`config.mk`:
```
export PLATFORM = sky130hd
export DESIGN_NAME = bp_update_arbiter_flat
export DESIGN_NICKNAME = d
export VERILOG_FILES = /design/src/rtl/bp_update_arbiter_if.sv /design/src/rtl/bp_update_arbiter.sv /design/src/flat_wrapper.sv
export SDC_FILE = /design/constraint.sdc
export NUM_CORES = 1
export LEC_CHECK = 0
export BUFFER_PORTS_ARGS = -buffer_cell sky130_fd_sc_hd__clkbuf_2
export CAP_MARGIN = 10
export CORE_AREA = 3 3 143 145
export DETAILED_ROUTE_END_ITERATION = 10
export DIE_AREA = 0 0 146 148
export PLACE_DENSITY = 0.84
export SLEW_MARGIN = 15
export SYNTH_ARGS = -nofsm -noshare
export SYNTH_HDL_FRONTEND = slang
export SYNTH_SLANG_ARGS = --single-unit
```
`constraint.sdc`:
```
create_clock -name clk -period 8.1 [get_ports clk]
set_clock_uncertainty 0.2 [all_clocks]
set_input_delay 0.405 -clock clk [delete_from_list [all_inputs] [get_ports clk]]
set_output_delay 0.405 -clock clk [all_outputs]
set_load 0.1 [all_outputs]
```
`src/rtl/bp_update_arbiter_if.sv`:
```
// Resolved-branch requester ports plus the predictor feedback port of bp_update_arbiter.
// Handshake: a requester entry is accepted on a rising edge where its valid and ready are both high; ready never depends on the same port's valid.
interface bp_update_arbiter_if #(
  parameter int DAT_W = 32
);
  logic             r0_valid_i;
  logic             r0_ready_o;
  logic             r0_abr_i;
  logic             r0_pred_i;
  logic [DAT_W-1:0] r0_pc_i;
  logic             r1_valid_i;
  logic             r1_ready_o;
  logic             r1_abr_i;
  logic             r1_pred_i;
  logic [DAT_W-1:0] r1_pc_i;
  logic             bp_en_o;
  logic             bp_abr_o;
  logic [DAT_W-1:0] bp_tpc_o;

  modport slave (
    input  r0_valid_i, r0_abr_i, r0_pred_i, r0_pc_i,
    input  r1_valid_i, r1_abr_i, r1_pred_i, r1_pc_i,
    output r0_ready_o, r1_ready_o,
    output bp_en_o, bp_abr_o, bp_tpc_o
  );

  modport master (
    output r0_valid_i, r0_abr_i, r0_pred_i, r0_pc_i,
    output r1_valid_i, r1_abr_i, r1_pred_i, r1_pc_i,
    input  r0_ready_o, r1_ready_o,
    input  bp_en_o, bp_abr_o, bp_tpc_o
  );
endinterface

```
`src/rtl/bp_update_arbiter.sv`:
```
// Two-port resolved-branch arbiter: queues outcomes in a small FIFO (port 0 first)
// and drains one per enabled cycle into the predictor update port, with saturating stats.
module bp_update_arbiter #(
  parameter int DAT_W = 32,
  parameter int DEPTH = 4,
  parameter int CNT_W = 32
) (
  input  logic                       clk,
  input  logic                       rst_n,
  input  logic                       en,
  input  logic                       clr_stat_i,
  bp_update_arbiter_if.slave         bus,
  output logic [$clog2(DEPTH):0]     cnt_o,
  output logic                       full_o,
  output logic                       empty_o,
  output logic [CNT_W-1:0]           upd_cnt_o,
  output logic [CNT_W-1:0]           mis_cnt_o
);
  localparam int AW = $clog2(DEPTH);
  localparam int CW = AW + 1;
  localparam int EW = DAT_W + 2;
  localparam logic [CW-1:0] DEPTH_C = CW'(DEPTH);

  // Entry layout: {abr, pred, pc}
  logic [EW-1:0] mem [DEPTH];
  logic [AW-1:0] wr_ptr, rd_ptr;
  logic [CW-1:0] free;
  logic          push0, push1, pop;
  logic [EW-1:0] e0, e1, head;
  logic          mis;

  // Room is judged on the registered count only; a same-cycle pop does not help.
  assign free           = DEPTH_C - cnt_o;
  assign bus.r0_ready_o = (free >= CW'(1));
  assign bus.r1_ready_o = bus.r0_valid_i ? (free >= CW'(2)) : (free >= CW'(1));

  assign push0 = bus.r0_valid_i & bus.r0_ready_o;
  assign push1 = bus.r1_valid_i & bus.r1_ready_o;
  assign pop   = en & (cnt_o != '0);

  assign e0   = {bus.r0_abr_i, bus.r0_pred_i, bus.r0_pc_i};
  assign e1   = {bus.r1_abr_i, bus.r1_pred_i, bus.r1_pc_i};
  assign head = mem[rd_ptr];
  assign mis  = head[DAT_W+1] ^ head[DAT_W];

  assign full_o  = (cnt_o == DEPTH_C);
  assign empty_o = (cnt_o == '0);

  // Port 1 lands in the slot after port 0 when both push together.
  always_ff @(posedge clk) begin
    if (push0) mem[wr_ptr] <= e0;
    if (push1) mem[push0 ? wr_ptr + AW'(1) : wr_ptr] <= e1;
  end

  always_ff @(posedge clk or negedge rst_n) begin
    if (!rst_n) begin
      wr_ptr <= '0;
      rd_ptr <= '0;
      cnt_o  <= '0;
    end else begin
      wr_ptr <= wr_ptr + AW'(push0) + AW'(push1);
      rd_ptr <= rd_ptr + AW'(pop);
      cnt_o  <= cnt_o + CW'(push0) + CW'(push1) - CW'(pop);
    end
  end

  always_ff @(posedge clk or negedge rst_n) begin
    if (!rst_n) begin
      bus.bp_en_o  <= 1'b0;
      bus.bp_abr_o <= 1'b0;
      bus.bp_tpc_o <= '0;
    end else begin
      bus.bp_en_o <= pop;
      if (pop) begin
        bus.bp_abr_o <= head[DAT_W+1];
        bus.bp_tpc_o <= head[DAT_W-1:0];
      end
    end
  end

  // Clear wins over a same-edge increment; both counters stick at all-ones.
  always_ff @(posedge clk or negedge rst_n) begin
    if (!rst_n) begin
      upd_cnt_o <= '0;
      mis_cnt_o <= '0;
    end else if (clr_stat_i) begin
      upd_cnt_o <= '0;
      mis_cnt_o <= '0;
    end else if (pop) begin
      if (upd_cnt_o != '1) upd_cnt_o <= upd_cnt_o + CNT_W'(1);
      if (mis && (mis_cnt_o != '1)) mis_cnt_o <= mis_cnt_o + CNT_W'(1);
    end
  end
endmodule

```
`src/flat_wrapper.sv`:
```
// flat-port wrapper written by rule: the top's interface ports become plain ports
module bp_update_arbiter_flat 
#(
  parameter int DAT_W = 32,
  parameter int DEPTH = 4,
  parameter int CNT_W = 32
)
  (clk, rst_n, en, clr_stat_i, cnt_o, full_o, empty_o, upd_cnt_o, mis_cnt_o, bus_r0_valid_i, bus_r0_abr_i, bus_r0_pred_i, bus_r0_pc_i, bus_r1_valid_i, bus_r1_abr_i, bus_r1_pred_i, bus_r1_pc_i, bus_r0_ready_o, bus_r1_ready_o, bus_bp_en_o, bus_bp_abr_o, bus_bp_tpc_o);
  bp_update_arbiter_if #(.DAT_W(DAT_W)) bus_i ();
  input  logic clk;
  input  logic rst_n;
  input  logic en;
  input  logic clr_stat_i;
  output logic [$clog2(DEPTH):0] cnt_o;
  output logic full_o;
  output logic empty_o;
  output logic [CNT_W-1:0] upd_cnt_o;
  output logic [CNT_W-1:0] mis_cnt_o;
  input wire logic [$bits(bus_i.r0_valid_i)-1:0] bus_r0_valid_i;
  input wire logic [$bits(bus_i.r0_abr_i)-1:0] bus_r0_abr_i;
  input wire logic [$bits(bus_i.r0_pred_i)-1:0] bus_r0_pred_i;
  input wire logic [$bits(bus_i.r0_pc_i)-1:0] bus_r0_pc_i;
  input wire logic [$bits(bus_i.r1_valid_i)-1:0] bus_r1_valid_i;
  input wire logic [$bits(bus_i.r1_abr_i)-1:0] bus_r1_abr_i;
  input wire logic [$bits(bus_i.r1_pred_i)-1:0] bus_r1_pred_i;
  input wire logic [$bits(bus_i.r1_pc_i)-1:0] bus_r1_pc_i;
  output wire logic [$bits(bus_i.r0_ready_o)-1:0] bus_r0_ready_o;
  output wire logic [$bits(bus_i.r1_ready_o)-1:0] bus_r1_ready_o;
  output wire logic [$bits(bus_i.bp_en_o)-1:0] bus_bp_en_o;
  output wire logic [$bits(bus_i.bp_abr_o)-1:0] bus_bp_abr_o;
  output wire logic [$bits(bus_i.bp_tpc_o)-1:0] bus_bp_tpc_o;
  assign bus_i.r0_valid_i = bus_r0_valid_i;
  assign bus_i.r0_abr_i = bus_r0_abr_i;
  assign bus_i.r0_pred_i = bus_r0_pred_i;
  assign bus_i.r0_pc_i = bus_r0_pc_i;
  assign bus_i.r1_valid_i = bus_r1_valid_i;
  assign bus_i.r1_abr_i = bus_r1_abr_i;
  assign bus_i.r1_pred_i = bus_r1_pred_i;
  assign bus_i.r1_pc_i = bus_r1_pc_i;
  assign bus_r0_ready_o = bus_i.r0_ready_o;
  assign bus_r1_ready_o = bus_i.r1_ready_o;
  assign bus_bp_en_o = bus_i.bp_en_o;
  assign bus_bp_abr_o = bus_i.bp_abr_o;
  assign bus_bp_tpc_o = bus_i.bp_tpc_o;
  bp_update_arbiter #(.DAT_W(DAT_W), .DEPTH(DEPTH), .CNT_W(CNT_W)) u_core (.clk(clk), .rst_n(rst_n), .en(en), .clr_stat_i(clr_stat_i), .bus(bus_i), .cnt_o(cnt_o), .full_o(full_o), .empty_o(empty_o), .upd_cnt_o(upd_cnt_o), .mis_cnt_o(mis_cnt_o));
endmodule
```
==> impl_metrics.csv, run 1 <==
group,metric,value,unit
worst_setup_path,worstSetupStartpointType,"register",
yosys,syn_inst,904,
power,clockPowerShare,0.213,
yosys,synth_edf_count,136,
place,place_hpwl,16.5,mm
worst_setup_path,crit_required,8.05,ns
timing,finalCriticalPeriod,3.64,ns
timing,period_share,0.450,
die,io_pins,179,
yosys,synth.avg_cell_area,13.1,um2
yosys,yosysSeqAreaShare,0.565,
drt,ant_nets,0,
layout,final_core_util,0.716,
layout,diodes,0,
clocking,root_buffer,"clkbuf_16",
run_status,status,"completed",
yosys,ys_ff_latch,241,
global_routing,grt_pass1_vias,8308,
timing,drv_slew,0,
drt,vias,8017,
drt,drt_wl_total,27.0,mm
yosys,syn_nets,994,
power,seq_power_share,0.365,
power,ir_worst_vdd,312,uV
timing,tightestPinTransition,1.03,ns
timing,rsz0062_at_grt,"false",
power,swShare,0.412,
worst_setup_path,end_kind,"register",
layout,fin_cells,1363,
worst_setup_path,rrSetupSlack,4.46,ns
power,p_leak,5.65,nW
layout,drive_gt1_frac,0.391,
power,p_comb_frac,0.422,
worst_setup_path,path_max_fanout,35,
clocking,numCtsBuffers,25,
place,place.gp.congestion,0.878,
die,initial_core_util,0.615,
clocking,cts_tree,"built",
timing,hold_viol,0,
yosys,ys_types,50,
place,port_buffers,178,
clocking,insertion_delay,0.52,ns
worst_setup_path,criticalPathCategory,"reg -> reg",
power,switching_power,0.00223,W
place,dpl.cell_count,1316,
drt,drtIter0Drc,550,
yosys,synth_flop_cell,"edfxtp_1",
die,die_w,146,um
power,total_power,0.00542,W
place,place_area,13000,um2
timing,fin_setup_tns,0,ns
drt,routedWlPerCell,19.8,um
yosys,ys_warn_count,0,
worst_setup_path,worst_ep_arrival_time,3.59,ns
global_routing,grt_antenna_before_repair,1,
global_routing,grtUsageTotal,0.253,
power,internal_power,0.00318,W
layout,stdcell_area,13900,um2
power,pwr_density_cell,391,nW/um2
global_routing,overflow,0,
timing,clock.fmax,274,MHz
timing,finalSetupViolations,0,
clocking,htreeDepth,1,
die,die_area,21600,um2
die,fp.dieH,148,um
layout,fin_nets,1169,
yosys,async_flop_share,0.436,
layout,area_delta_synth_final,16.5,%
flow_run,cap_violations,0,
global_routing,grt_max_degree,68,
drt,via_per_inst,5.88,
drt,dr.pass1.iters,5,
die,core,19300,um2
global_routing,grt_first_pass_wirelength,44.0,mm
drt,drc,0,
clocking,max-clock-path-buffers,3,
die,rows,51,
timing,slew_headroom,0.309,
worst_hold_path,hp-class,"in -> reg",
clocking,clock_sinks,241,
clocking,clk_pin_slew,0.06,ns
yosys,syn-cell-area,11900,um2
synth_stat cells, types with 2 or more instances:
library cell,count,share of area
edfxtp_1,136,0.34
mux2_2,136,0.13
nand2_1,128,0.040
dfrtp_1,105,0.22
nor2_1,64,0.020
xnor2_1,38,0.028
mux4_2,34,0.064
nand3_1,31,0.013
xor2_1,26,0.019
clkbuf_1,20,0.0063
buf_2,18,0.0076
nor4_1,17,0.0089
nor3_1,15,0.0063
inv_1,14,0.0044
nand4_1,14,0.0074
ha_1,13,0.014
a21oi_1,11,0.0046
and3_1,9,0.0047
nor3_2,7,0.0059
buf_6,5,0.0047
a21o_1,4,0.0025
and4_1,4,0.0029
buf_1,4,0.0013
a21oi_2,3,0.0022
fa_1,3,0.0051
nand2b_1,3,0.0016
nand3b_1,3,0.0019
nor3b_1,3,0.0019
nor4b_1,3,0.0022
or3_1,3,0.0016
or4_4,3,0.0028
and2_1,2,0.0011
mux2i_1,2,0.0017
nand3_2,2,0.0017
nand4b_1,2,0.0015
nor2b_1,2,0.0011
nor3b_2,2,0.0021
o31ai_1,2,0.0013
or2_2,2,0.0011
cell usage in the layout (no fill, tap or decap), types with 4 or more instances in the layout:
master,instances
xnor2_1,38
clkinv_2,6
nor4_1,17
clkbuf_16,26
and3_1,9
buf_4,17
dfrtp_1,104
nor3_1,15
clkbuf_2,177
nor2_1,64
inv_1,14
nor3_2,7
nand3_1,31
nand4_1,14
xor2_1,26
ha_1,13
mux4_2,34
mux2_2,136
edfxtp_1,136
a21o_1,4
and4_1,4
nand2_1,128
a21oi_1,11
clkbuf_1,8
power groups by stage:
stage               Sequential, W  Clock [W]  Combinational (W)
global route              0.00201    0.00122            0.00243
floorplan                 0.00264          0            0.00114
CTS                       0.00198    0.00117            0.00231
finish                    0.00198    0.00115            0.00229
global placement          0.00196          0            0.00225
detailed placement        0.00198          0            0.00228
timing repair:
action | 4_1_cts | 5_1_grt
buffers inserted | 0 | 0
setup endpoints to repair | 0 | 0
hold buffers | 1 | 0
gates resized for setup | 0 | 0
endpoints found under the hold margin | 38 | 0
per-layer routing:
layer | wire length (um) | track usage
met5 | 13 | 0
met4 | 690 | 0.0767
met3 | 2110 | 0.0478
met2 | 13300 | 0.428
met1 | 10900 | 0.339
area by class of cell:
class	instances	area, um2
Fill cell	1347	5480
Sequential cell	241	6710
Multi-Input combinational cell	601	4910
Timing Repair Buffer	195	1020
Inverter	15	56.3
Tap cell	265	332
Clock inverter	12	140
Clock buffer	34	681
path summary, 6_finish.rpt:
check / start / to / cells past startpoint
hold reg to reg: u_core.bus.bp_tpc_o[2] / u_core.bus.bp_tpc_o[2] / 2
setup reg to reg: u_core.cnt_o[0] / u_core.mem[1][32] / 11
setup / recovery: u_core.cnt_o[0] / u_core.mem[1][32] / 11
hold / removal: bus_r1_pc_i[23] / u_core.mem[2][23] / 2
max in group asynchronous: rst_n / u_core.rd_ptr[0] / 3
min in group asynchronous: rst_n / u_core.upd_cnt_o[23] / 2
through the flow:
stage	setup slack [ns]	hold WS (ns)
2_1_floorplan	3.20	-0.0906
3_3_place_gp	4.56	0.214
3_5_place_dp	4.46	0.220
4_1_cts	4.45	0.00516
5_1_grt	4.27	0.0156
6_report	4.46	0.0244
sequential cells by signal (all words and copies together), names as in the netlist:
register	cells
u_core.bus.bp_abr_o	1
u_core.bus.bp_en_o	1
u_core.bus.bp_tpc_o	32
u_core.cnt_o	3
u_core.mem	136
u_core.mis_cnt_o	32
u_core.rd_ptr	2
u_core.upd_cnt_o	32
u_core.wr_ptr	2
logic make-up after synthesis:
logic type,synth area share
compound gates,0.0131
xor+xnor,0.0472
fa+ha+maj,0.0187
buf+inv,0.0246
flops,0.565
mux,0.196
simple gates,0.136
critical path, stage by stage (launching register included):
cell,delay [ns]
dfrtp_1,0.41
inv_1,0.12
ha_1,0.23
ha_1,0.29
or4b_4,0.47
nand2_2,0.17
inv_2,0.11
nor3_1,0.29
o21ai_4,0.09
buf_4,0.30
nand2_1,0.12
buf_4,0.45
(Power assumes the default switching activity.)
==> run 2, diff against run 1 <==
--- a/config.mk
+++ b/config.mk
@@ -7,10 +7,10 @@
 export LEC_CHECK = 0
 export BUFFER_PORTS_ARGS = -buffer_cell sky130_fd_sc_hd__clkbuf_2
 export CAP_MARGIN = 10
-export CORE_AREA = 3 3 143 145
+export CORE_AREA = 3 3 156 158
 export DETAILED_ROUTE_END_ITERATION = 10
-export DIE_AREA = 0 0 146 148
-export PLACE_DENSITY = 0.84
+export DIE_AREA = 0 0 159 161
+export PLACE_DENSITY = 0.75
 export SLEW_MARGIN = 15
 export SYNTH_ARGS = -nofsm -noshare
 export SYNTH_HDL_FRONTEND = slang
==> constraint.sdc (replaced) <==
create_clock -name clk -period 3.3 [get_ports clk]
set_clock_uncertainty 0.2 [all_clocks]
set_input_delay 0.165 -clock clk [delete_from_list [all_inputs] [get_ports clk]]
set_output_delay 0.165 -clock clk [all_outputs]
set_load 0.1 [all_outputs]
==> run 2 against run 1 <==
Effect of this change:
- flip-flop and latch count unchanged
- routed wire length up 5.4%
- clock power rose to 2.6 times the previous value
- maximum frequency up 16%
- register-to-register slack worse by 4.3 ns
- die area up 18%
==> impl_metrics.csv, run 2 (synthesis gave the netlist of run 1 again) <==
group,metric,value,unit
run_status,status,"completed",
drt,drtIter0Drc,530,
power,p_leak,6.07,nW
global_routing,grt_max_degree,71,
clocking,clk_pin_slew,0.06,ns
layout,multi_input_area,4980,um2
global_routing,grt_antenna_before_repair,0,
die,fp.dieH,161,um
layout,diodes,0,
place,dpl.cell_count,1379,
layout,largest_reg_flops,136,
worst_setup_path,worst_ep_arrival_time,3.21,ns
drt,routedWlPerCell,19.0,um
timing,hold_ws,0.0671,ns
place,port_buffers,178,
layout,fin_cells,1500,
clocking,cts_resized,0,
worst_hold_path,hp-class,"in -> reg",
worst_setup_path,end_kind,"register",
timing,rsz0062_at_grt,"false",
timing,drv_slew,0,
timing,clock.fmax,318,MHz
drt,drt_wl_total,28.5,mm
worst_setup_path,criticalPathCategory,"reg -> reg",
layout,n_fill_cell,1713,
worst_setup_path,cp_common_cell,"ha_4",
die,die_w,159,um
timing,tightestPinTransition,0.661,ns
drt,ant_nets,0,
worst_setup_path,worstSetupStartpointType,"register",
clocking,insertion_delay,0.53,ns
drt,dr.pass1.iters,5,
power,p_comb_frac,0.431,
global_routing,overflow,0,
worst_setup_path,crit_chain,"inv_4 > ha_4 > ha_4 > or4b_4 > nand2_2 > inv_2 > nor3_1 > o21ai_4 > buf_12 > mux2_2",
worst_setup_path,slowest_stage,"or4b_4",
layout,layout_common_cells,"clkbuf_2, mux2_2, edfxtp_1, nand2_1, dfrtp_1",
die,core,23300,um2
power,clockPowerShare,0.217,
global_routing,grt_first_pass_wirelength,46.1,mm
power,pwr_density_cell,926,nW/um2
worst_setup_path,rr_worst_depth,10,
timing,slew_headroom,0.559,
place,place.gp.congestion,0.861,
timing,hold_viol,0,
clocking,cts_tree,"built",
worst_setup_path,max_stage_delay,0.46,ns
timing,period_share,0.954,
power,ir_worst_vdd,772,uV
clocking,clock_sinks,241,
layout,fin_nets,1251,
clocking,max-clock-path-buffers,3,
drt,drc,0,
layout,final_common_cell,"clkbuf_2",
layout,drive_gt1_frac,0.388,
die,rows,56,
layout,ff_latch_area,6720,um2
worst_setup_path,crit_required,3.37,ns
clocking,htreeDepth,1,
clocking,numCtsBuffers,27,
worst_setup_path,rrSetupSlack,0.15,ns
power,internal_power,0.00825,W
worst_setup_path,path_max_fanout,31,
place,place_hpwl,17.5,mm
layout,regMostFlops,"u_core.mem",
timing,setup_ws,0.153,ns
power,switching_power,0.00563,W
die,initial_core_util,0.511,
worst_setup_path,r2r-start,"u_core.cnt_o[0]",
global_routing,grtUsageTotal,0.221,
timing,finalCriticalPeriod,3.15,ns
layout,area_delta_synth_final,26.2,%
die,io_pins,179,
worst_setup_path,crit_start,"u_core.cnt_o[0]",
worst_setup_path,crit_path_end,"u_core.mem[1][9]",
flow_run,cap_violations,0,
power,seq_power_share,0.352,
clocking,root_buffer,"clkbuf_16",
timing,fin_setup_tns,0,ns
drt,via_per_inst,5.46,
layout,final_core_util,0.645,
global_routing,grt_pass1_vias,8548,
drt,vias,8191,
worst_setup_path,reg2reg_to,"u_core.mem[1][9]",
place,pre_cts_slack,0.184,ns
power,swShare,0.406,
timing,finalSetupViolations,0,
die,die_area,25600,um2
run 2: changes by cell type in the layout (fill, tap and decap cells not counted), moves of 3 or more:
cell	delta
dfrtp_1	-3
dfrtp_4	+3
clkbuf_8	+5
inv_1	-3
dlygate4sd3_1	+70
nand2_1	-3
buf_12	+10
clkinv_1	+4
clkbuf_1	-6
run 2: worst min path at each step:
stage	startpoint	slack [ns]	to	depth (start not counted)
final	bus_r0_valid_i	0.07	u_core.wr_ptr[0]	4
after global routing	bus_r0_valid_i	0.09	u_core.wr_ptr[0]	4
after CTS	bus_r0_valid_i	0.04	u_core.wr_ptr[0]	4
after detailed placement	rst_n	-0.03	u_core.upd_cnt_o[21]	1
after global placement	rst_n	-0.03	u_core.upd_cnt_o[21]	1
after floorplan	rst_n	-0.33	u_core.bus.bp_abr_o	0
run 2: repair_timing:
item | in CTS | in global routing
hold endpoints to repair | 254 | 0
hold buffers | 72 | 0
buffers inserted | 0 | 0
run 2: final cells by class:
type | instances | share of cell area
well taps | 319 | 0.0266
clock inverters | 15 | 0.00993
flip-flops and latches | 241 | 0.448
repair buffers | 275 | 0.128
multi-input cells | 601 | 0.332
clock buffers | 34 | 0.0501
inverters | 15 | 0.00442
run 2: metrics by stage:
| step | power (W) | instance area [um2] |
|---|---|---|
| after detailed placement | 0.0109 | 13400 |
| after global placement | 0.0108 | 13400 |
| after CTS | 0.0140 | 15000 |
| final | 0.0139 | 15000 |
| after floorplan | 0.00945 | 12100 |
| after global routing | 0.0145 | 15000 |
run 2: worst max-delay path: cells and delay by family, from the launching register on:
family,cells,cell delay [ns]
flops,1,0.45
simple gates,3,0.92
compound gates,1,0.17
buf+inv,3,0.40
fa+ha+maj,2,0.42
mux,1,0.30
run 2: routing by layer:
metal | global-route usage | part of all wire | vias up
li1 | - | - | 3812
met1 | 0.290 | 0.41 | 4077
met2 | 0.391 | 0.51 | 272
met3 | 0.0423 | 0.067 | 30
met4 | 0.0422 | 0.013 | 0
met5 | 0 | 0 | -
run 2: power groups by stage:
stage | Sequential [W] | Clock [W] | Combinational, W
finish | 0.00489 | 0.00302 | 0.00598
global route | 0.00498 | 0.00321 | 0.00635
CTS | 0.00489 | 0.00307 | 0.00602
detailed placement | 0.00494 | 0 | 0.00593
global placement | 0.00490 | 0 | 0.00587
floorplan | 0.00647 | 0 | 0.00298
==> run 3, diff against run 2 <==
==> constraint.sdc (replaced) <==
create_clock -name clk -period 2.6 [get_ports clk]
set_clock_uncertainty 0.2 [all_clocks]
set_input_delay 0.13 -clock clk [delete_from_list [all_inputs] [get_ports clk]]
set_output_delay 0.13 -clock clk [all_outputs]
set_load 0.1 [all_outputs]
==> run 3 against run 2 <==
Effect of this change:
- the run now ends with setup timing left
- worst hold slack worse by 0.023 ns
- die area unchanged
- sequential share of layout area down 2.3 points
- clock power up 31%
- core utilization up 4.5 points
- register-to-register slack worse by 0.49 ns
==> impl_metrics.csv, run 3 (synthesis gave the netlist of run 1 again) <==
group,metric,value,unit
clocking,max-clock-path-buffers,3,
clocking,numCtsBuffers,27,
global_routing,busiest_layer,"met2",
global_routing,gr-usage-met2,0.418,
drt,routedWlPerCell,19.6,um
layout,fin_nets,1308,
die,die_area,25600,um2
worst_setup_path,end_kind,"register",
worst_setup_path,cp_common_cell,"buf_6",
timing,period_share,1.13,
drt,vias,8605,
clocking,root_buffer,"clkbuf_16",
clocking,clk_pin_slew,0.06,ns
timing,slew_headroom,0.595,
layout,area_delta_synth_final,35.0,%
die,initial_core_util,0.511,
global_routing,overflow,0,
layout,final_common_cell,"clkbuf_2",
clocking,htreeDepth,1,
die,core,23300,um2
worst_setup_path,worstPathBufferInverterCount,3,
timing,rsz0062_at_grt,"true",
global_routing,grt_pass1_vias,8960,
power,pwr_density_cell,1190,nW/um2
timing,drv_slew,0,
power,ir_worst_vdd,1320,uV
die,die_w,159,um
place,port_buffers,178,
layout,stdcell_area,16000,um2
clocking,cts_tree,"built",
clocking,clock_sinks,241,
timing,tightestPinTransition,0.610,ns
global_routing,grtUsageTotal,0.235,
global_routing,grt_use_met3,0.0398,
timing,hold_ws,0.0441,ns
global_routing,grt_antenna_before_repair,0,
global_routing,grt_first_pass_wirelength,48.5,mm
worst_setup_path,max_stage_delay,0.51,ns
worst_setup_path,slowest_stage,"or4b_4",
layout,diodes,0,
place,dpl.cell_count,1415,
place,place_hpwl,19.2,mm
timing,clock.fmax,340,MHz
die,fp.dieH,161,um
layout,largest_reg_flops,136,
timing,finalCriticalPeriod,2.94,ns
drt,via_per_inst,5.52,
worst_setup_path,crit_chain,"buf_4 > ha_1 > or4b_4 > nand2_4 > buf_6 > nand3_1 > a21oi_4 > buf_6 > mux2_2",
worst_setup_path,worstSetupStartpointType,"register",
power,p_leak,6.43,nW
layout,regMostFlops,"u_core.mem",
place,place.gp.congestion,0.844,
layout,final_core_util,0.690,
layout,layout_common_cells,"clkbuf_2, edfxtp_1, nand2_1, mux2_2, dlygate4sd3_1",
drt,dr.pass1.iters,5,
worst_setup_path,path_max_fanout,13,
layout,fin_cells,1558,
die,rows,56,
flow_run,cap_violations,0,
drt,drt_wl_total,30.6,mm
drt,drc,0,
worst_setup_path,criticalPathCategory,"reg -> reg",
drt,drtIter0Drc,611,
place,place_area,13900,um2
clocking,insertion_delay,0.54,ns
worst_setup_path,critical_path.top_delay_family,"simple AND/OR/NAND/NOR gates",
run_status,violations,"setup timing",
worst_setup_path,crit_required,2.69,ns
timing,setup_ws,-0.341,ns
layout,drive_gt1_frac,0.478,
timing,hold_viol,0,
run_status,status,"finished, violations left",
drt,ant_nets,0,
worst_hold_path,hp-class,"in -> reg",
layout,n_fill_cell,1606,
die,io_pins,179,
global_routing,grt_max_degree,45,
timing,finalSetupViolations,278,
worst_setup_path,worst_ep_arrival_time,3.03,ns
global_routing,gr-usage-met1,0.299,
run 3: cell types whose count changed in the layout (fill, tap and decap cells not counted), moves of 5 or more:
cell	delta
nand3_1	-6
dfrtp_1	-51
mux2_2	-13
dfrtp_2	+36
dfrtp_4	+15
buf_6	+11
nor3_2	+5
buf_12	+9
mux2_4	+13
nand3_2	+5
nor3_1	-5
buf_4	+26
run 3: repair_timing:
item,4_1_cts,5_1_grt
hold endpoints to repair,293,0
setup endpoints to repair,276,302
gates cloned,6,2
pin swaps,3,2
hold buffers,73,0
setup buffers,13,1
gates resized for setup,36,11
run 3: through the flow:
step | setup WS, ns | total power, W | TNS (ns)
6_report | -0.341 | 0.0192 | -77.71
5_1_grt | -0.430 | 0.0199 | -103.50
3_5_place_dp | -0.388 | 0.0144 | -90.19
4_1_cts | -0.338 | 0.0190 | -76.51
3_3_place_gp | -0.339 | 0.0142 | -77.72
2_1_floorplan | -1.03 | 0.0120 | -250.25
run 3: final timing paths:
| path | from | endpoint | slack [ns] | cells after the start |
|---|---|---|---|---|
| min in group asynchronous | rst_n | u_core.upd_cnt_o[22] | 0.53 | 4 |
| worst max-delay path | u_core.cnt_o[0] | u_core.mem[2][20] | -0.34 | 9 |
| max in group asynchronous | rst_n | u_core.mis_cnt_o[1] | 1.43 | 4 |
| worst max register to register | u_core.cnt_o[0] | u_core.mem[2][20] | -0.34 | 9 |
| worst min register to register | u_core.bus.bp_tpc_o[12] | u_core.bus.bp_tpc_o[12] | 0.27 | 2 |
| worst min-delay path | bus_r1_valid_i | u_core.wr_ptr[0] | 0.04 | 4 |
run 3: routing by layer:
layer,part of all wire,wire [um],vias up
met5,0,0,-
met1,0.40,12400,4298
met2,0.52,15800,314
met4,0.019,588,0
met3,0.060,1820,46
li1,-,-,3947
run 3: tightest hold or removal path: cells and delay by family:
family / cells / cell delay (ns)
buffers and inverters: 2 / 0.23
and+or+nand+nor: 1 / 0.22
adders and majority gates: 1 / 0.16
run 3: layout make-up:
| type | count | area (um2) | area share |
|---|---|---|---|
| inverter | 15 | 68.8 | 0.00429 |
| sequential | 241 | 6830 | 0.425 |
| tap | 319 | 399 | 0.0249 |
| timing repair buffer | 329 | 2610 | 0.163 |
| multi-input combinational | 604 | 5220 | 0.325 |
| clock buffer | 31 | 701 | 0.0437 |
| clock inverter | 19 | 221 | 0.0138 |
run 3: where the power goes:
part	total [W]	internal (W)	switching (W)
clock network	0.00397	0.00235	0.00162
registers	0.00613	0.00568	0.000449
logic	0.00906	0.00346	0.00560
total	0.0192	0.0115	0.00767
